File: config.mk
export PLATFORM = sky130hd
export DESIGN_NAME = noc_input_port
export DESIGN_NICKNAME = d
export VERILOG_FILES = /design/src/rtl/noc_pkg.sv /design/src/rtl/noc_flit_fifo.sv /design/src/rtl/noc_input_port.sv
export SDC_FILE = /design/constraint.sdc
export NUM_CORES = 1
export LEC_CHECK = 0
export ABC_AREA = 1
export BUFFER_PORTS_ARGS = -buffer_cell sky130_fd_sc_hd__buf_2
export CAP_MARGIN = 15
export CORE_UTILIZATION = 55
export DETAILED_ROUTE_END_ITERATION = 7
export PLACE_DENSITY_LB_ADDON = 0.15
export SLEW_MARGIN = 20
export SYNTH_ARGS = -nofsm -noshare
export SYNTH_HDL_FRONTEND = slang
export SYNTH_SLANG_ARGS = --single-unit
File: constraint.sdc
create_clock -name clk -period 5.3 [get_ports clk]
set_input_delay 0 -clock clk [delete_from_list [all_inputs] [get_ports clk]]
set_output_delay 0 -clock clk [all_outputs]
set_load 0.01 [all_outputs]
File: src/rtl/noc_pkg.sv
// Shared router types: port and FSM encodings, packet length, XY routing function.
// Pure definitions, no latency; no handshake of its own.
package noc_pkg;

    typedef enum logic [2:0] {
        PORT_N = 3'd0,
        PORT_S = 3'd1,
        PORT_E = 3'd2,
        PORT_W = 3'd3,
        PORT_L = 3'd4
    } port_e;

    localparam int         PKT_FLITS = 5;
    localparam logic [2:0] NO_GRANT  = 3'b111;

    typedef enum logic [1:0] {
        IDLE,
        ROUTE,
        REQ,
        SEND
    } state_e;

    // Dimension-ordered routing: resolve X completely before Y.
    function automatic port_e xy_route(input logic [7:0] dx, input logic [7:0] dy,
                                       input logic [7:0] myx, input logic [7:0] myy);
        if (dx > myx)      return PORT_E;
        else if (dx < myx) return PORT_W;
        else if (dy > myy) return PORT_S;
        else if (dy < myy) return PORT_N;
        else               return PORT_L;
    endfunction

endpackage

File: src/rtl/noc_flit_fifo.sv
// Synchronous flit FIFO with full/empty/count, async active-low reset.
// Head visible combinationally on pop_dat; push takes effect next cycle.
// Push ignored when full, pop ignored when empty; full depends on count only.
module noc_flit_fifo #(
    parameter int FLIT_W = 32,
    parameter int DEPTH  = 8,
    localparam int AW    = $clog2(DEPTH)
) (
    input  logic              clk,
    input  logic              rst_n,
    input  logic              push_vld,
    input  logic [FLIT_W-1:0] push_dat,
    input  logic              pop_vld,
    output logic [FLIT_W-1:0] pop_dat,
    output logic              full,
    output logic              empty,
    output logic [AW:0]       count
);

    logic [FLIT_W-1:0] mem [DEPTH];
    logic [AW-1:0]     wr_ptr;
    logic [AW-1:0]     rd_ptr;
    logic              do_push;
    logic              do_pop;

    assign full    = (count == (AW+1)'(DEPTH));
    assign empty   = (count == '0);
    assign do_push = push_vld & ~full;
    assign do_pop  = pop_vld & ~empty;
    assign pop_dat = mem[rd_ptr];

    always_ff @(posedge clk) begin
        if (do_push) mem[wr_ptr] <= push_dat;
    end

    // DEPTH is a power of two, so the pointers wrap by plain overflow.
    always_ff @(posedge clk or negedge rst_n) begin
        if (!rst_n) begin
            wr_ptr <= '0;
            rd_ptr <= '0;
            count  <= '0;
        end else begin
            if (do_push) wr_ptr <= wr_ptr + 1'b1;
            if (do_pop)  rd_ptr <= rd_ptr + 1'b1;
            case ({do_push, do_pop})
                2'b10:   count <= count + 1'b1;
                2'b01:   count <= count - 1'b1;
                default: ;
            endcase
        end
    end

endmodule

File: src/rtl/noc_input_port.sv
// Router input port: buffers flits, XY-routes the head, requests an output arbiter, streams 5 flits.
// Head at FIFO head -> req_o 2 cycles later; grant in cycle G -> first out_valid_o in G+1.
// in_ready_o low when FIFO full; out_ready_i low stalls the beat. NOC_IP_STATS_EN adds pkt_cnt_o/stall_o.
module noc_input_port
    import noc_pkg::*;
#(
    parameter int FLIT_W  = 32,
    parameter int DEPTH   = 8,
    parameter int PORT_ID = 0,
    parameter int COORD_W = 2,
    parameter int MY_X    = 0,
    parameter int MY_Y    = 0
) (
    input  logic                  clk,
    input  logic                  rst_n,
    input  logic [FLIT_W-1:0]     in_flit_i,
    input  logic                  in_valid_i,
    output logic                  in_ready_o,
    output logic [4:0]            req_o,
    input  logic [4:0][2:0]       grant_idx_i,
    output logic [FLIT_W-1:0]     out_flit_o,
    output logic                  out_valid_o,
    input  logic                  out_ready_i,
    output logic [2:0]            out_port_o
`ifdef NOC_IP_STATS_EN
    ,
    output logic [15:0]           pkt_cnt_o,
    output logic                  stall_o
`endif
);

    localparam int AW = $clog2(DEPTH);

    state_e            state;
    logic [2:0]        beat_cnt;
    logic [FLIT_W-1:0] head;
    logic              fifo_full;
    logic              fifo_empty;
    logic [AW:0]       fifo_count;
    logic              beat;
    logic [7:0]        dx;
    logic [7:0]        dy;
    port_e             route;
    logic [2:0]        grant_sel;

    noc_flit_fifo #(
        .FLIT_W (FLIT_W),
        .DEPTH  (DEPTH)
    ) u_fifo (
        .clk      (clk),
        .rst_n    (rst_n),
        .push_vld (in_valid_i),
        .push_dat (in_flit_i),
        .pop_vld  (beat),
        .pop_dat  (head),
        .full     (fifo_full),
        .empty    (fifo_empty),
        .count    (fifo_count)
    );

    assign in_ready_o  = ~fifo_full;
    assign out_flit_o  = head;
    assign out_valid_o = (state == SEND) & ~fifo_empty;
    assign beat        = out_valid_o & out_ready_i;

    always_comb begin
        dx = '0;
        dy = '0;
        dx[COORD_W-1:0] = head[COORD_W-1:0];
        dy[COORD_W-1:0] = head[2*COORD_W-1:COORD_W];
        route = xy_route(dx, dy, 8'(MY_X), 8'(MY_Y));
    end

    // Only the arbiter we are requesting matters; others' grants are ignored.
    always_comb begin
        grant_sel = NO_GRANT;
        for (int p = 0; p < 5; p++) begin
            if (out_port_o == 3'(p)) grant_sel = grant_idx_i[p];
        end
    end

    always_ff @(posedge clk or negedge rst_n) begin
        if (!rst_n) begin
            state      <= IDLE;
            beat_cnt   <= '0;
            req_o      <= '0;
            out_port_o <= NO_GRANT;
        end else begin
            case (state)
                IDLE: begin
                    if (fifo_count != '0) state <= ROUTE;
                end
                ROUTE: begin
                    out_port_o <= route;
                    req_o      <= 5'(1) << route;
                    state      <= REQ;
                end
                REQ: begin
                    if (grant_sel == 3'(PORT_ID)) begin
                        state    <= SEND;
                        beat_cnt <= '0;
                    end
                end
                SEND: begin
                    if (beat) begin
                        if (beat_cnt == 3'(PKT_FLITS - 1)) begin
                            state      <= IDLE;
                            beat_cnt   <= '0;
                            req_o      <= '0;
                            out_port_o <= NO_GRANT;
                        end else begin
                            beat_cnt <= beat_cnt + 1'b1;
                        end
                    end
                end
                default: state <= IDLE;
            endcase
        end
    end

`ifdef NOC_IP_STATS_EN
    logic pkt_done;

    assign pkt_done = (state == SEND) & beat & (beat_cnt == 3'(PKT_FLITS - 1));
    assign stall_o  = (state == REQ) | ((state == SEND) & fifo_empty);

    always_ff @(posedge clk or negedge rst_n) begin
        if (!rst_n) begin
            pkt_cnt_o <= '0;
        end else if (pkt_done && pkt_cnt_o != 16'hFFFF) begin
            pkt_cnt_o <= pkt_cnt_o + 16'd1;
        end
    end
`endif

endmodule

==> results.md, run 1 <==
- Pre-CTS setup slack: 2.69 ns
- Fin nets: 1137
- Layout cell share with drive strength beyond 1: 15.6%
- # Post-CTS Setup Buffers: 0
- Drt wl/cell: 17.5 um
- Switch share: between 30% and 40%
- Commonest non-fill, non-tap cell in the layout: edfxtp_1
- CP startpoint kind: flip-flop
- N_diodes: 0
- Total Routing Usage GR: 23.0%
- Initial antenna violation count: 0
- Clk root buf: clkbuf_16
- Die Footprint: 21300 um^2
- Comb power frac: 34.0%
- Largest net degree at the start of global routing: 89
- DIE HEIGHT: about 150 um
- Final standard cell area without fillers: 13400 um^2
- Area of the multi-input gates: 2730 um^2
- Placed Area: roughly 12000 um^2
- WL final: around 24000 um
- Slew Viols, Final: 0
- Via count: 7309
- Reg power frac: between 30 and 40%
- Number of H-tree levels: 1
- Maximum clock path buffer count: 3
- Post-synthesis sequential area ratio: 72.6%
- Achievable Freq: 0.309 GHz
- Core Box Area: slightly above 20000 um^2
- Num rows: 52
- Register area: 8270 um^2
- PnR Total Power: 7.48 mW
- Peak VDD IR: 0.371 mV
- Worst Hold Class: in -> reg
- R2R cell count: 8
- Critical path endpoint category: output port
- Post-route ant nets: 0
- Syn Nets: ~1000
- Switching power: roughly 2.7 mW
- #FFs+latches synth: about 280
- Post-synth cell types: 31
- # IOs: 93
- Final setup margin: 2.06 ns
- Synthesized cell area: 11400 um^2
- Slew headroom: around 37%
- Critical path class: reg -> out
- Post-route setup TNS: 0 ns
- Hold Path Stages: 6
- Pint: 4.76 mW
- Mapped Cells: around 950
- Area Overhead vs Synth: 17.8%
- Worst-Margin Slew: approximately 0.94 ns
- Worst EP required: 5.30 ns
- # resized after CTS: 0
- TritonCTS clock tree: done
- RSZ-0062 raised after global routing: no
- Most frequent cells in the layout: edfxtp_1, nand2_1, nor2_1
- Final core utilization: about two thirds
- Clk_lat worst skew: 0.55 ns
- Gr ovfl total: 0
- Final period utilization: 61.0%
- DIE WIDTH: about 150 um
- 1st-iter DRT viols: just under 600
- Yosys Warn Count: 0
- Drc violations: 0
- Max-cap violations: 0
- # fillers: 1505
- Number of global-route vias before repair: 7136
- Cell taking the most area after synthesis: edfxtp_1
- Tmin final: 3.24 ns
- Power per Cell Area: 558 nW/um^2
- Num CTS Buffers: 29
- Skew final: 0.00857 ns
- Port bufs: 92
- Initial Util: between 50% and 60%
- Detailed Place HPWL: 11800 um
- Outcome: complete, no violations
- Pre-Repair DR Iteration Count: 4
- Vias per cell: 5.35
- Setup violations, final: 0
- Clock transition at the registers of the reported paths: ~0.06 ns
- Crit path max fanout: 88
- Yosys top cell area share: 67.5%
- RePlAce Congestion: roughly 0.76
- Area contributors post-synth: edfxtp_1, nand2_1, nor2_1
- First-pass GRT wire length: between 30000 and 40000 um
- Final Hold Viols: 0
- # clock sinks: roughly 280
- Lkg Pwr: 5.07 nW
- Critical Path AT: 3.24 ns
- Syn_area_per_cell: ~12 um^2
- Power share of the clock group: 26.3%
[metrics by stage]
stage / std cells / hold slack [ns]
global route: 1366 / 0.130
floorplan: 949 / -0.296
finish: 1366 / 0.0684
detailed placement: 1276 / 0.0130
CTS: 1366 / 0.0520
global placement: 1276 / 0.00956
[flip-flops by register name, summed over array words and instances (netlist names)]
name           flops
u_fifo.mem       256
req_o              5
u_fifo.count       4
beat_cnt           3
out_port_o         3
u_fifo.rd_ptr      3
u_fifo.wr_ptr      3
state              2
[power groups by stage]
stage | clock [mW] | combinational [mW] | sequential (mW)
after CTS | 2.00 | 2.57 | 2.97
after detailed placement | 0 | 2.54 | 3.01
after floorplan | 0 | 1.79 | 2.93
after global placement | 0 | 2.50 | 3.00
after global routing | 2.08 | 2.86 | 3.00
final | 1.97 | 2.54 | 2.97
[cells in the mapped netlist (all sizes together)]
library cell	n
nand3	32
o21ai	120
o22ai	56
nand4	1
or2	2
xnor2	4
xor2	5
buf	23
dfrtp	20
clkinv	1
nand2	184
inv	52
ha	12
a31oi	2
clkbuf	26
nor2	144
dfstp	3
nand3b	1
edfxtp	256
nor3	2
a21oi	3
[path summary, 6_finish.rpt]
| path | slack (ns) | startpoint | end |
|---|---|---|---|
| max | 2.06 | u_fifo.rd_ptr[0]$_DFFE_PN0P_ | out_flit_o[20] |
| max reg2reg | 2.82 | u_fifo.rd_ptr[2]$_DFFE_PN0P_ | req_o[1]$_DFFE_PN0P_ |
| max in group asynchronous | 3.34 | rst_n | u_fifo.rd_ptr[0]$_DFFE_PN0P_ |
| min | 0.07 | grant_idx_i[12] | beat_cnt[2]$_DFFE_PN0P_ |
| min in group asynchronous | 0.50 | rst_n | out_port_o[0]$_DFFE_PN1P_ |
| min reg2reg | 0.48 | req_o[4]$_DFFE_PN0P_ | req_o[4]$_DFFE_PN0P_ |
[repair_timing]
action / in CTS / in global routing
hold endpoints to repair: 284 / 0
hold buffers: 37 / 0
endpoints found under the setup margin: 0 / 0
[worst max-delay path, cell delays in order (launching register included)]
cell and delay (ns):
dfrtp_4 0.73, inv_4 0.43, buf_4 0.73, o21ai_0 0.21, o22ai_1 0.19, nand2_1 0.08
nand2_1 0.09, buf_2 0.13
[cells by family (layout without fill, tap and decap cells)]
group                      after synthesis  after routing  synth area share (%)
AOI/OAI and AO/OA                      181            181                  8.63
xor gates and xnor gates                 9              9                 0.693
adders and majority gates               12             12                  1.32
buffers and inverters                  102            249                  3.91
DFF                                    279            279                  72.6
and+or+nand+nor                        366            366                  12.8
[metal layers]
| layer | track usage, % | up-vias | routed length, um |
|---|---|---|---|
| li1 | - | 3577 | - |
| met1 | 31.6 | 3479 | 10400 |
| met2 | 38.7 | 212 | 11800 |
| met3 | 3.17 | 41 | 1230 |
| met4 | 6.47 | 0 | 446 |
| met5 | 0 | - | 0 |
[cell type report]
cell class / instances / area share (%)
clock buffer: 35 / 5.58
inverter: 53 / 1.50
clock inverter: 18 / 1.33
multi-input combinational: 568 / 20.4
tap: 270 / 2.52
sequential: 279 / 61.7
timing repair buffer: 143 / 6.98
No activity file was read; power rests on OpenSTA's default activity.
==> inputs of run 2 (changes only) <==
Clock period 5.3 ns to 3 ns, I/O delays scaled along.
==> results.md, run 2 (same netlist as run 1, synthesis figures left out) <==
- Core Box Area: 20200 um^2 (unchanged)
- N_diodes: 0 (unchanged)
- Crit path max-delay cell type: dfrtp_4 (unchanged)
- Most Frequent Cell on Critical Path: nand2_1 (unchanged)
- Clk root buf: clkbuf_16 (unchanged)
- Worst EP required: 3.00 ns (was 5.30 ns)
- # resized after CTS: 0 (unchanged)
- Clock transition at the registers of the reported paths: 0.06 ns (about the same)
- Drt wl/cell: 18.1 um (was 17.5 um)
- Maximum clock path buffer count: 3 (unchanged)
- Power share of the clock group: 25.5% (was 26.3%)
- Final setup margin: 0.516 ns (was 2.06 ns)
- Total Routing Usage GR: 24.0% (was 23.0%)
- Pre-Repair DR Iteration Count: 5 (was 4)
- Number of global-route vias before repair: 7360 (was 7136)
- Reg2Reg Capture Point: u_fifo.mem[7][3]$_DFFE_PP_ (was req_o[1]$_DFFE_PN0P_)
- Via count: 7506 (was 7309)
- Initial Util: 56.2% (unchanged)
- Biggest regs: u_fifo.mem (256), req_o (5), u_fifo.count (4) (unchanged)
- Achievable Freq: 0.403 GHz
- Post-route ant nets: 0 (unchanged)
- Port bufs: 92 (unchanged)
- Setup violations, final: 0 (unchanged)
- Largest net degree at the start of global routing: 130 (was 89)
- Clk_lat worst skew: 0.55 ns (about the same)
- Area Overhead vs Synth: 18.6% (was 17.8%)
- # clock sinks: 279 (unchanged)
- Final Hold Viols: 0 (unchanged)
- Vias per cell: 5.49 (was 5.35)
- Drc violations: 0 (unchanged)
- Outcome: complete, no violations (unchanged)
- # Post-CTS Setup Buffers: 0 (unchanged)
- Max FFs per register: 256 (unchanged)
- Crit path max fanout: 42 (was 88)
- Initial antenna violation count: 0 (unchanged)
- Most frequent cells in the layout: edfxtp_1, nand2_1, nor2_1 (unchanged)
- R2R cell count: 7 (was 8)
- RR Startpoint: u_fifo.count[1]$_DFFE_PN0P_ (was u_fifo.rd_ptr[2]$_DFFE_PN0P_)
- First-pass GRT wire length: 39700 um (was 37900 um)
- TritonCTS clock tree: done (unchanged)
- Slew Viols, Final: 0 (unchanged)
- Tmin final: 2.48 ns
- Num CTS Buffers: 29 (unchanged)
- Post-route setup TNS: 0 ns (unchanged)
- CP startpoint kind: flip-flop (unchanged)
- Routing usage on met1: 34.8% (was 31.6%)
- Peak VDD IR: 0.515 mV (was 0.371 mV)
- Switch share: 36.7% (was 36.3%)
- Skew final: 0.0148 ns (was 0.00857 ns)
- Busiest grt layer: met2 (unchanged)
- Power per Cell Area: 986 nW/um^2 (was 558 nW/um^2)
- 1st-iter DRT viols: 702 (was 593)
- Die Footprint: 21300 um^2 (unchanged)
- Final period utilization: between 80% and 90%
- DIE HEIGHT: 146 um (unchanged)
- Largest Register: u_fifo.mem (unchanged)
- Cell Chain, Critical Path: inv_4 > buf_4 > o21ai_0 > o22ai_1 > nand2_1 > nand2_1 > buf_2 (unchanged)
- Max-cap violations: 0 (unchanged)
- Critical path class: reg -> out (unchanged)
- Worst Hold Class: in -> reg (unchanged)
- Fin nets: 1138 (was 1137)
- Comb power frac: 36.0% (was 34.0%)
- Gr ovfl total: 0 (unchanged)
- Reg power frac: 38.5% (was 39.7%)
- Layout cell share with drive strength beyond 1: 16.0% (was 15.6%)
- CP max stage delay: 0.50 ns (was 0.73 ns)
- Num rows: 52 (unchanged)
- RePlAce Congestion: 0.790 (was 0.756)
- CP Launch Point: u_fifo.rd_ptr[0]$_DFFE_PN0P_ (unchanged)
- RSZ-0062 raised after global routing: no (unchanged)
- Global Route met3 Usage: 2.98% (was 3.17%)
- Critical Path AT: 2.48 ns (was 3.24 ns)
- Lkg Pwr: 5.10 nW (was 5.07 nW)
- # IOs: 93 (unchanged)
- Switching power: 4.88 mW (was 2.72 mW)
- Detailed Place HPWL: 14000 um (was 11800 um)
- Min-delay src: grant_idx_i[12] (unchanged)
- Pint: 8.42 mW (was 4.76 mW)
- Worst-Margin Slew: 0.730 ns (was 0.943 ns)
- Grt met2 use: 38.4% (was 38.7%)
- Reg2reg setup slack: 0.70 ns (was 2.82 ns)
- DIE WIDTH: 146 um (unchanged)
- WL final: 24700 um (was 23900 um)
- Number of H-tree levels: 1 (unchanged)
- Hold Path Stages: 6 (unchanged)
- Critical path endpoint category: output port (unchanged)
- Commonest non-fill, non-tap cell in the layout: edfxtp_1 (unchanged)
- Pre-CTS setup slack: 0.739 ns (was 2.69 ns)
- Worst Hold End: beat_cnt[2]$_DFFE_PN0P_ (unchanged)
- Slew headroom: 51.3% (was 36.9%)
-- run 2: cell types whose count changed in the layout (fill, tap and decap cells not counted) --
cell	previous run	this run
bufinv_16	3	2
clkbuf_1	6	5
clkinv_2	3	8
buf_2	92	93
clkinv_4	1	0
buf_12	0	9
clkinv_1	9	7
dlygate4sd3_1	37	36
buf_4	14	6
-- run 2: worst max-delay path: cells and delay by family (launching register included) --
family                 cells  cell delay (ns)
AOI/OAI and AO/OA          2             0.41
buffers and inverters      3             0.84
DFF                        1             0.50
and+or+nand+nor            2             0.18
-- run 2: metal layers --
metal / part of all wire (%) / vias to the layer above / routed length, um
met5: 0 / - / 0
met4: 2.1 / 0 / 527
met3: 6.6 / 43 / 1630
met2: 46 / 260 / 11500
met1: 45 / 3630 / 11100
li1: - / 3573 / -
-- run 2: timing repair --
| action | in CTS | in global routing |
|---|---|---|
| endpoints found under the hold margin | 285 | 0 |
| hold buffers | 37 | 0 |
| setup endpoints to repair | 0 | 0 |
-- run 2: power groups by stage --
stage               registers [mW]  logic (mW)  clock network [mW]
floorplan                     5.18        3.16                   0
global placement              5.18        4.71                   0
detailed placement            5.20        4.75                   0
CTS                           5.12        4.83                3.44
global route                  5.17        5.38                3.59
finish                        5.13        4.79                3.39
-- run 2: through the flow --
| step | cell area [um^2] | utilization (%) | total power, mW | hold slack [ns] | instances |
|---|---|---|---|---|---|
| after global routing | 13500 | 66.7 | 14.1 | 0.111 | 1367 |
| after global placement | 12200 | 60.4 | 9.90 | 0.0162 | 1277 |
| after detailed placement | 12200 | 60.4 | 9.95 | 0.0254 | 1277 |
| after CTS | 13500 | 66.7 | 13.4 | 0.0504 | 1367 |
| after floorplan | 11400 | - | 8.34 | -0.296 | 949 |
| final | 13500 | 66.7 | 13.3 | 0.0545 | 1367 |
-- run 2: cell type report --
type,instances,area [um^2]
inverters,53,201
flip-flops and latches,279,8270
well taps,270,338
clock buffers,34,744
fillers,1472,6740
repair buffers,144,1050
clock inverters,19,158
multi-input cells,568,2730
-- run 2: worst max-delay path by stage --
stage	end	cells after the start	slack, ns
floorplan	u_fifo.mem[0][0]$_DFFE_PP_	5	0.15
global placement	u_fifo.count[3]$_DFFE_PN0P_	11	0.84
detailed placement	u_fifo.mem[1][21]$_DFFE_PP_	7	0.74
CTS	out_flit_o[12]	7	0.50
global route	out_flit_o[12]	7	0.32
finish	out_flit_o[8]	7	0.52
